[config.mk]
export PLATFORM = sky130hd
export DESIGN_NAME = mem_arbiter
export DESIGN_NICKNAME = d
export VERILOG_FILES = /design/src/rtl/mem_arb_pkg.sv /design/src/rtl/rr_arb2.sv /design/src/rtl/mem_arbiter.sv
export SDC_FILE = /design/constraint.sdc
export NUM_CORES = 1
export LEC_CHECK = 0
export CAP_MARGIN = 25
export CORE_MARGIN = 8
export CORE_UTILIZATION = 43
export DETAILED_ROUTE_END_ITERATION = 6
export PLACE_DENSITY = 0.86
export REMOVE_ABC_BUFFERS = 1
export SLEW_MARGIN = 10
export SYNTH_ARGS = -nofsm -noshare
export SYNTH_HDL_FRONTEND = slang
export SYNTH_SLANG_ARGS = --single-unit
[constraint.sdc]
create_clock -name clk -period 4.05 [get_ports clk]
set_clock_uncertainty 0.2 [all_clocks]
set_input_delay 0.405 -clock clk [delete_from_list [all_inputs] [get_ports clk]]
set_output_delay 0.405 -clock clk [all_outputs]
set_load 0.02 [all_outputs]
[src/rtl/mem_arb_pkg.sv]
// Shared encodings for the CPU/external memory arbiter.
package mem_arb_pkg;

  localparam logic [1:0] S_IDLE  = 2'd0;
  localparam logic [1:0] S_ISSUE = 2'd1;
  localparam logic [1:0] S_RDATA = 2'd2;

  localparam logic PORT_CPU = 1'b0;
  localparam logic PORT_EXT = 1'b1;

  typedef enum logic [1:0] {
    ST_IDLE  = S_IDLE,
    ST_ISSUE = S_ISSUE,
    ST_RDATA = S_RDATA
  } state_e;

endpackage

[src/rtl/rr_arb2.sv]
// Two-way round-robin grant: on contention the port that was not served last wins.
module rr_arb2
  import mem_arb_pkg::*;
(
  input  logic req_cpu,
  input  logic req_ext,
  input  logic last,
  output logic gnt_valid,
  output logic gnt_id
);

  // Grant decode from the two requests and the round-robin pointer
  always_comb begin
    gnt_valid = req_cpu | req_ext;
    gnt_id    = PORT_CPU;
    if (req_cpu && req_ext) begin
      gnt_id = ~last;
    end else if (req_ext) begin
      gnt_id = PORT_EXT;
    end
  end

endmodule

[src/rtl/mem_arbiter.sv]
// Serializes CPU and external-master accesses onto one single-port synchronous memory.
module mem_arbiter
  import mem_arb_pkg::*;
#(
  parameter int unsigned ADDR_W = 32,
  parameter int unsigned DATA_W = 32
) (
  input  logic              clk,
  input  logic              reset,
  input  logic              cpu_req,
  input  logic              cpu_we,
  input  logic [ADDR_W-1:0] cpu_addr,
  input  logic [DATA_W-1:0] cpu_wdata,
  output logic              cpu_ack,
  output logic [DATA_W-1:0] cpu_rdata,
  output logic              cpu_stall,
  input  logic              ext_req,
  input  logic              ext_we,
  input  logic [ADDR_W-1:0] ext_addr,
  input  logic [DATA_W-1:0] ext_wdata,
  output logic              ext_ack,
  output logic [DATA_W-1:0] ext_rdata,
  output logic              mem_en,
  output logic              mem_we,
  output logic [ADDR_W-1:0] mem_addr,
  output logic [DATA_W-1:0] mem_wdata,
  input  logic [DATA_W-1:0] mem_rdata
);

  state_e            state_q, state_d;
  logic              last_q, last_d;
  logic              gnt_q, gnt_d;
  logic              gnt_we_q, gnt_we_d;
  logic              mem_en_d, mem_we_d;
  logic [ADDR_W-1:0] mem_addr_d;
  logic [DATA_W-1:0] mem_wdata_d;
  logic              cpu_ack_d, ext_ack_d;
  logic [DATA_W-1:0] cpu_rdata_q, cpu_rdata_d;
  logic [DATA_W-1:0] ext_rdata_q, ext_rdata_d;

  logic              arb_valid;
  logic              arb_id;
  logic              sel_we;
  logic [ADDR_W-1:0] sel_addr;
  logic [DATA_W-1:0] sel_wdata;

  rr_arb2 u_rr_arb2 (
    .req_cpu   (cpu_req),
    .req_ext   (ext_req),
    .last      (last_q),
    .gnt_valid (arb_valid),
    .gnt_id    (arb_id)
  );

  // Request payload of the port the arbiter would grant this cycle
  always_comb begin
    sel_we    = cpu_we;
    sel_addr  = cpu_addr;
    sel_wdata = cpu_wdata;
    if (arb_id == PORT_EXT) begin
      sel_we    = ext_we;
      sel_addr  = ext_addr;
      sel_wdata = ext_wdata;
    end
  end

  // Next-state and next-output decode; pulses default low, everything else holds
  always_comb begin
    state_d     = state_q;
    last_d      = last_q;
    gnt_d       = gnt_q;
    gnt_we_d    = gnt_we_q;
    mem_en_d    = 1'b0;
    mem_we_d    = 1'b0;
    mem_addr_d  = mem_addr;
    mem_wdata_d = mem_wdata;
    cpu_ack_d   = 1'b0;
    ext_ack_d   = 1'b0;
    cpu_rdata_d = cpu_rdata_q;
    ext_rdata_d = ext_rdata_q;
    unique case (state_q)
      ST_IDLE: begin
        if (arb_valid) begin
          state_d     = ST_ISSUE;
          last_d      = arb_id;
          gnt_d       = arb_id;
          gnt_we_d    = sel_we;
          mem_en_d    = 1'b1;
          mem_we_d    = sel_we;
          mem_addr_d  = sel_addr;
          mem_wdata_d = sel_wdata;
          // Writes complete in the ISSUE cycle, so their ack is loaded now
          if (sel_we) begin
            cpu_ack_d = (arb_id == PORT_CPU);
            ext_ack_d = (arb_id == PORT_EXT);
          end
        end
      end
      ST_ISSUE: begin
        if (gnt_we_q) begin
          state_d = ST_IDLE;
        end else begin
          state_d   = ST_RDATA;
          cpu_ack_d = (gnt_q == PORT_CPU);
          ext_ack_d = (gnt_q == PORT_EXT);
        end
      end
      ST_RDATA: begin
        state_d = ST_IDLE;
        if (gnt_q == PORT_CPU) begin
          cpu_rdata_d = mem_rdata;
        end else begin
          ext_rdata_d = mem_rdata;
        end
      end
      default: state_d = ST_IDLE;
    endcase
  end

  // State and output registers with synchronous reset
  always_ff @(posedge clk) begin
    if (reset) begin
      state_q     <= ST_IDLE;
      last_q      <= PORT_EXT;
      gnt_q       <= PORT_CPU;
      gnt_we_q    <= 1'b0;
      mem_en      <= 1'b0;
      mem_we      <= 1'b0;
      mem_addr    <= '0;
      mem_wdata   <= '0;
      cpu_ack     <= 1'b0;
      ext_ack     <= 1'b0;
      cpu_rdata_q <= '0;
      ext_rdata_q <= '0;
    end else begin
      state_q     <= state_d;
      last_q      <= last_d;
      gnt_q       <= gnt_d;
      gnt_we_q    <= gnt_we_d;
      mem_en      <= mem_en_d;
      mem_we      <= mem_we_d;
      mem_addr    <= mem_addr_d;
      mem_wdata   <= mem_wdata_d;
      cpu_ack     <= cpu_ack_d;
      ext_ack     <= ext_ack_d;
      cpu_rdata_q <= cpu_rdata_d;
      ext_rdata_q <= ext_rdata_d;
    end
  end

  // Memory read data is only valid in RDATA, so it passes straight through then and is held after
  assign cpu_rdata = (state_q == ST_RDATA && gnt_q == PORT_CPU) ? mem_rdata : cpu_rdata_q;
  assign ext_rdata = (state_q == ST_RDATA && gnt_q == PORT_EXT) ? mem_rdata : ext_rdata_q;

  // Stall holds the CPU state register until its own ack arrives
  assign cpu_stall = cpu_req & ~cpu_ack;

endmodule

Yosys cells after proc, flatten, opt, wreduce, memory -nomap -nowiden

Index checks and enable logic that the tools add are counted.

Divide/modulo/power cells: 0
Add/sub/neg operators: 0
Bitwise operators: 8
Order comparisons: 0
$mul: 0
Mux-type cells: 19
Reduce and logical (&&, ||, !) cells: 9
Shifts and indexed selects: 0
Eq/ne operators: 3

Operator list:

| kind                                          | number |
|---|---|
| 2-to-1 mux 32 bit                             | 4 |
| 2-to-1 mux 1 bit                              | 10 |
| NOT 1 bit                                     | 6 |
| AND reduction 2 bit                           | 3 |
| 2-to-1 mux 2 bit                              | 2 |
| one-hot mux 1 bit (2 select lines)            | 2 |
| one-hot mux 2 bit (2 select lines)            | 1 |
| logical AND 1 bit                             | 3 |
| OR reduction 3 bit                            | 1 |
| == test 2 x 1 -> 1 bit, second input constant | 1 |
| == test 2 bit, second input constant          | 1 |
| logical NOT 2 bit                             | 1 |
| inequality test 2 bit, second input constant  | 1 |
| OR reduction 2 bit                            | 1 |
| AND 1 bit                                     | 1 |
| OR 1 bit                                      | 1 |

Register bits after elaboration: 137
Memory bits (read-only): 0
Output and inout port bits: 133
Bits in writable memories: 0
Logic and storage cells: 51
Bits in latches: 0
Memories kept: 0

Longest topological paths before layout

Gate-level depths: netlist of the first run.

Depth after elaboration: 6
Gate-level depth with buffers: 6
Depth with buffers taken out: 3

Modules after synthesis

Synthesis of the first run repeated with hierarchy kept, for this count alone.

Cells, all modules: 453
Area total of the unflattened synthesis: 5595.4 µm²

Modules (own cells, without submodules):

| module      | instances | area an instance (µm²) | cells an instance | sequential area each (µm²) |
|---|---|---|---|---|
| mem_arbiter | 1         | 5581.6                 | 451               | 2742.6 |
| rr_arb2     | 1         | 13.8                   | 2                 | 0.0 |

Worst setup path after synthesis of the first run

OpenSTA, ideal clock, no wires.

Path type: register to output
Start: register state_q[1]
End: output port cpu_rdata[21]
Buffers on the path: 1
Stages on the path, launching flop included: 4
Setup slack: 2132 ps
Required time: 3445 ps
Data arrival time: 1313 ps
Path through: dfxtp_1 -> nor3b_2 -> buf_4 -> mux2_1

Longest elaborated chain between the ends: 3

RTL lines:

| item                     | RTL line           | source |
|---|---|---|
| start: declaration       | mem_arbiter.sv:30  | `state_e state_q, state_d;` |
| start signal: assignment | mem_arbiter.sv:136 | `state_q <= state_d;` |
| == test 2 bit            | mem_arbiter.sv:152 | `assign cpu_rdata = (state_q == ST_RDATA && gnt_q == PORT_CPU) ? mem_rdata : cpu_rdata_q;` |
| logical AND 1 bit        | mem_arbiter.sv:152 |  |
| 2-to-1 mux 32 bit        | mem_arbiter.sv:152 |  |
| end: declaration         | mem_arbiter.sv:15  | `output logic [DATA_W-1:0] cpu_rdata,` |

No other way between the ends.

Final worst setup path of the first run

Start: register state_q[1]
End: output port cpu_rdata[3]

The elaborated chain is that of the path after synthesis.

==> results.md, run 1 <==
- First-pass GRT wire length: 32200 µm
- Slowest stage delay, CP: 0.58 ns
- Inserted Diodes: 0
- Final min period: 3.09 ns
- CTS Buf Count: 17
- Clock Latency Late Sink: 0.41 ns
- Largest net degree at the start of global routing: 85
- Vias per inst: 5.31
- Final core utilization: 71.4%
- Pwr Density: 427 nW/µm²
- Final setup vio count: 0
- Fill cell instance count of the final layout: 1001
- Gr usage total: 23.2%
- Reg clk slew, reported paths: 0.06 ns
- Slew headroom: 38.3%
- WL final: 20400 µm
- Leak pwr: 0.00364 µW
- Async set-reset flop share out of synthesis: 0%
- Ys flop type: dfxtp_1
- Worst VDD drop: 0.000276 V
- Routed WL per cell: 19.2 µm
- Vias in the first global route: 5755
- Crit path buf inv count: 2
- Post-Syn Instances: 608
- Sequential area share after synthesis: 48.0%
- Die area: 17200 µm²
- Number of synthesized register bits: 137
- Flop pwr share: 37.4%
- CP max-delay cell: clkdlybuf4s50_1
- Max-Cap Viols: 0
- R2r worst-path depth: 4
- TritonCTS clock tree: built
- Worst-margin pin slew: 0.926 ns
- Sink Count: 137
- Nets: 1044
- DR DRC count: 0
- Comb power frac: 21.8%
- Final Instance Area: 9390 µm²
- CTS Hold Bufs: 0
- Setup CP Type: reg -> out
- WP data arrival: 2.49 ns
- Initial antenna violation count: 0
- Postcts setup bufs: 0
- Switching part of the total power: 27.1%
- H-tree Lvls: 4
- Cell variety after synth: 29
- Critical-path maximum fanout: 32
- Crit path required time: 3.44 ns
- Fraction of layout cells with a size suffix above 1: 12.3%
- Syn_area_per_cell: 9.40 µm²
- Worst Hold Class: reg -> reg
- Mapped cell area: 5720 µm²
- Die X: 131 µm
- Placement row count: 42
- DR iter-0 viols: 196
- Crit path max-delay family: buffers and inverters
- Cell Area, Placed: 8760 µm²
- Die H: 131 µm
- Core area: 13100 µm²
- Final Max Tran Viols: 0
- Outcome: complete, no violations
- Final ANT Viol Nets: 0
- Post-synth EDFFs: 0
- CP cell instances: nor3b_4 > buf_4 > mux2_2 > clkdlybuf4s50_1
- Psw: 1090 µW
- Startpoint types: flip-flop
- Fin. Hold Viols: 0
- CTS root buffer: clkbuf_16
- Fin Setup TNS: 0 ns
- Critical path depth: 4
- Setup crit end: cpu_rdata[3]
- Clk buf depth: 2
- Tcrit/Tclk final: 76.4%
- Post_cts resized: 0
- Post-DP HPWL: 14200 µm
- P_int: 2920 µW
- Clk pwr share: 40.8%
- Starting density of the core: 43.5%
- Commonest non-fill, non-tap cell in the layout: clkdlybuf4s50_1
- Gpl congestion: 0.776
- DR vias: 5670
- Final global-route overflow total: 0
- Ys Warns: 0
- RSZ-0062 raised after global routing: no
- # port buffers: 298
- I/O pins: 299
- Critical path capture point type: output pin
- Reg2Reg Setup Slack: 2.02 ns
- Synthesis-to-finish area growth: 64.2%
- CP Launch Point: state_q[1]
- Drt first pass iters: 4
- Commonest non-fill, non-tap cells in the layout: clkdlybuf4s50_1, dfxtp_1, nand2_1
- RR Startpoint: last_q
- RR Endpoint: mem_addr[5]
- FMAX: 0.323 GHz
==> cell type report <==
cell class                      count  area (µm²)  area share, %
Inverter                            1        3.75         0.0400
Clock inverter                     15         199           2.12
Sequential cell                   137        2740           29.2
Timing Repair Buffer              308        3090           33.0
Multi-Input combinational cell    413        2700           28.8
Clock buffer                       17         425           4.53
Tap cell                          176         220           2.35
==> cell families (layout without fill, tap and decap cells) <==
group / Yosys count / count (layout) / share of synthesized area (%)
AO/OA/AOI/OAI: 138 / 138 / 16.7
AND/OR/NAND/NOR: 210 / 210 / 17.3
buffers and inverters: 58 / 341 / 5.14
multiplexers: 65 / 65 / 12.8
flip-flops: 137 / 137 / 48.0
==> power groups by stage <==
stage          clock [µW]  combinational, µW  sequential (µW)
2_1_floorplan           0                287             1620
3_3_place_gp            0                871             1520
3_5_place_dp            0                880             1530
4_1_cts              1660                884             1500
5_1_grt              1720                940             1510
6_report             1640                876             1500
==> registers in the layout, summed over array words and instances, names as in the netlist <==
register,cells
last_q,1
mem_we,1
mem_wdata,32
mem_addr,32
gnt_q,1
ext_rdata_q,32
gnt_we_q,1
mem_en,1
ext_ack,1
state_q,2
cpu_rdata_q,32
cpu_ack,1
==> worst min path at each step <==
stage,cells after the start,endpoint,slack [ns],from
global placement,1,state_q[1],0.27,gnt_we_q
floorplan,1,state_q[1],0.23,gnt_we_q
finish,1,state_q[1],0.30,gnt_we_q
global route,1,state_q[1],0.30,gnt_we_q
CTS,1,state_q[1],0.29,gnt_we_q
detailed placement,1,state_q[1],0.28,gnt_we_q
==> Yosys cell counts (3+ instances only) <==
cell type | instances | area, µm²
buf_2 | 16 | 80.1
nand3b_1 | 3 | 22.5
dfxtp_1 | 137 | 2740
buf_4 | 5 | 37.5
buf_6 | 5 | 56.3
mux2_1 | 4 | 45.0
a21oi_1 | 66 | 330
a311oi_1 | 64 | 561
nand2_1 | 130 | 488
nor2b_1 | 65 | 407
clkbuf_1 | 31 | 116
mux2_2 | 60 | 676
nor2_1 | 3 | 11.3
==> routing by layer <==
layer  vias up  GRT usage, %  wire length [µm]
li1       2687             -                 -
met1      2670          26.5              8420
met2       275          37.9              9590
met3        38          9.57              1880
met4         0          8.93               545
met5         -             0                 0
==> per-stage QoR <==
| stage | total power (µW) | hold WS (ns) | instances | worst slack, ns |
|---|---|---|---|---|
| final | 4010 | 0.296 | 1067 | 0.955 |
| after global routing | 4170 | 0.299 | 1067 | 0.841 |
| after global placement | 2390 | 0.273 | 1035 | 1.41 |
| after floorplan | 1910 | 0.234 | 551 | -0.382 |
| after CTS | 4040 | 0.290 | 1067 | 0.934 |
| after detailed placement | 2410 | 0.278 | 1035 | 1.39 |
Note: power is estimated with default switching activity, not from simulation.
==> run 2: changes to the inputs <==
--- a/config.mk
+++ b/config.mk
@@ -7,9 +7,9 @@
 export LEC_CHECK = 0
 export CAP_MARGIN = 25
 export CORE_MARGIN = 8
-export CORE_UTILIZATION = 43
+export CORE_UTILIZATION = 40
 export DETAILED_ROUTE_END_ITERATION = 6
-export PLACE_DENSITY = 0.86
+export PLACE_DENSITY = 0.81
 export REMOVE_ABC_BUFFERS = 1
 export SLEW_MARGIN = 10
 export SYNTH_ARGS = -nofsm -noshare
==> constraint.sdc (replaced) <==
create_clock -name clk -period 3.2 [get_ports clk]
set_clock_uncertainty 0.2 [all_clocks]
set_input_delay 0.32 -clock clk [delete_from_list [all_inputs] [get_ports clk]]
set_output_delay 0.32 -clock clk [all_outputs]
set_load 0.02 [all_outputs]
==> run 2 against run 1 <==
Net effect: clock power up 18%; largest power group unchanged; sequential share of layout area up 0.15 points; critical path type unchanged; sequential power grew 27%; combinational power rose by 26%; hold slack worse by 0.13 ns; final cell count up 0.37%; global-route usage decreased by 1.8 points; critical path depth unchanged; first-iteration DRC count rose by 39%; non-clock buffer count up 1; die area increased by 6.6%; critical endpoint is now cpu_rdata[25]; core utilization fell by 4.4 points.
==> results.md, run 2 (synthesized netlist as in run 1, its figures left out) <==
- Outcome: complete, no violations
- Total Power: 4930 µW (+23%)
- CTS Hold Bufs: 0 (unchanged)
- P_int: 3590 µW (+23%)
- Final Instance Area: 9340 µm² (-0.51%)
- Drt first pass iters: 4 (unchanged)
- DR DRC count: 0 (unchanged)
- Setup CP Type: reg -> out
- CTS root buffer: clkbuf_16
- Leak pwr: 0.00361 µW (-0.87%)
- Switching part of the total power: 27.1% (+0.028 points)
- # port buffers: 298 (unchanged)
- Minimum hold slack: 0.163 ns (-0.134 ns)
- WL final: 20000 µm (-1.9%)
- Routed WL per cell: 18.7 µm (-2.3%)
- First-pass GRT wire length: 30900 µm (-4.1%)
- Largest net degree at the start of global routing: 71 (-16%)
- Crit path buf inv count: 2 (unchanged)
- Reg clk slew, reported paths: 0.06 ns (about the same)
- Cell Area, Placed: 8750 µm² (-0.14%)
- Placement row count: 43 (+2.4%)
- Final Max Tran Viols: 0 (unchanged)
- CP max-delay cell: clkdlybuf4s50_1
- Core area: 13900 µm² (+6.1%)
- Gpl congestion: 0.763 (-1.6%)
- Die X: 136 µm (+3.2%)
- DR vias: 5524 (-2.6%)
- Pwr Density: 528 nW/µm² (+24%)
- Nets: 1045 (+0.096%)
- Vias per inst: 5.16 (-2.9%)
- CP cell instances: nor3b_4 > buf_4 > mux2_1 > clkdlybuf4s50_1
- Gr usage total: 21.4% (-1.8 points)
- Postcts setup bufs: 0 (unchanged)
- Tcrit/Tclk final: 92.9%
- TritonCTS clock tree: built
- Clk buf depth: 2 (unchanged)
- Final setup vio count: 0 (unchanged)
- Fin Setup TNS: 0 ns (unchanged)
- Slowest stage delay, CP: 0.56 ns (-0.02 ns)
- Flop pwr share: 38.4% (+1.0 points)
- Final core utilization: 67.0% (-4.4 points)
- Commonest non-fill, non-tap cells in the layout: clkdlybuf4s50_1, dfxtp_1, nand2_1
- Post_cts resized: 0 (unchanged)
- Max-Cap Viols: 0 (unchanged)
- Critical-path maximum fanout: 32 (unchanged)
- Vias in the first global route: 5523 (-4.0%)
- Worst-margin pin slew: 0.787 ns (-0.139 ns)
- Die H: 136 µm (+3.2%)
- Psw: 1340 µW (+23%)
- Multi-input logic area: 2700 µm² (unchanged)
- Clock Latency Late Sink: 0.41 ns (about the same)
- Startpoint types: flip-flop
- WP data arrival: 2.45 ns (-0.04 ns)
- H-tree Lvls: 4 (unchanged)
- Commonest non-fill, non-tap cell in the layout: clkdlybuf4s50_1
- Seq. cell area: 2740 µm² (unchanged)
- Sink Count: 137 (unchanged)
- Worst VDD drop: 0.000349 V (+26%)
- Crit path required time: 2.68 ns (-0.76 ns)
- Crit path max-delay family: buffers and inverters
- Clk pwr share: 39.3% (-1.5 points)
- CTS Buf Count: 17 (unchanged)
- Slew headroom: 47.6% (+9.3 points)
- RSZ-0062 raised after global routing: no
- Synthesis-to-finish area growth: 63.4%
- Final min period: 2.97 ns
- Fin. Hold Viols: 0 (unchanged)
- Worst Hold Class: in -> reg
- Post-DP HPWL: 14300 µm (+0.93%)
- Starting density of the core: 41.0% (-2.5 points)
- I/O pins: 299 (unchanged)
- Critical path capture point type: output pin
- Inserted Diodes: 0 (unchanged)
- Comb power frac: 22.3% (+0.5 points)
- Fraction of layout cells with a size suffix above 1: 12.2% (-0.11 points)
- Die area: 18400 µm² (+6.6%)
- DR iter-0 viols: 273 (+39%)
- Final global-route overflow total: 0 (unchanged)
- Initial antenna violation count: 0 (unchanged)
- Fill cell instance count of the final layout: 1096 (+9.5%)
- Final ANT Viol Nets: 0 (unchanged)
- FMAX: 0.337 GHz
-- run 2: final cells by class --
| class | count | area share, % |
|---|---|---|
| Clock inverter | 10 | 1.27 |
| Sequential cell | 137 | 29.4 |
| Tap cell | 180 | 2.41 |
| Inverter | 1 | 0.0402 |
| Timing Repair Buffer | 309 | 32.9 |
| Clock buffer | 21 | 5.04 |
| Multi-Input combinational cell | 413 | 28.9 |
-- run 2: path summary, 6_finish.rpt --
path	startpoint	endpoint	slack, ns	cells after the start
hold / removal	reset	ext_rdata_q[3]	0.16	2
setup reg to reg	state_q[1]	cpu_rdata_q[25]	1.25	4
setup / recovery	state_q[1]	cpu_rdata[25]	0.23	4
hold reg to reg	gnt_we_q	state_q[1]	0.28	1
-- run 2: per-layer routing --
metal	track usage (%)	wire (µm)
met5	0	0
met4	6.23	324
met3	9.98	2210
met2	34.9	9460
met1	24.5	8040
-- run 2: power by group through the flow --
stage	clock network, µW	registers (µW)	logic [µW]
finish	1940	1900	1100
global route	2050	1910	1170
CTS	1970	1900	1110
detailed placement	0	1930	1110
global placement	0	1920	1100
floorplan	0	2050	364
-- run 2: worst register-to-register path, cell delays in order, from the launching register on --
cell	delay, ns
dfxtp_1	0.45
nor3b_4	0.22
buf_4	0.41
mux2_1	0.41
nor2b_1	0.15
-- run 2: stage by stage --
step                setup WS [ns]  cells
floorplan                   -1.23    551
CTS                         0.194   1071
finish                      0.228   1071
global route                0.105   1071
global placement            0.674   1040
detailed placement          0.652   1040
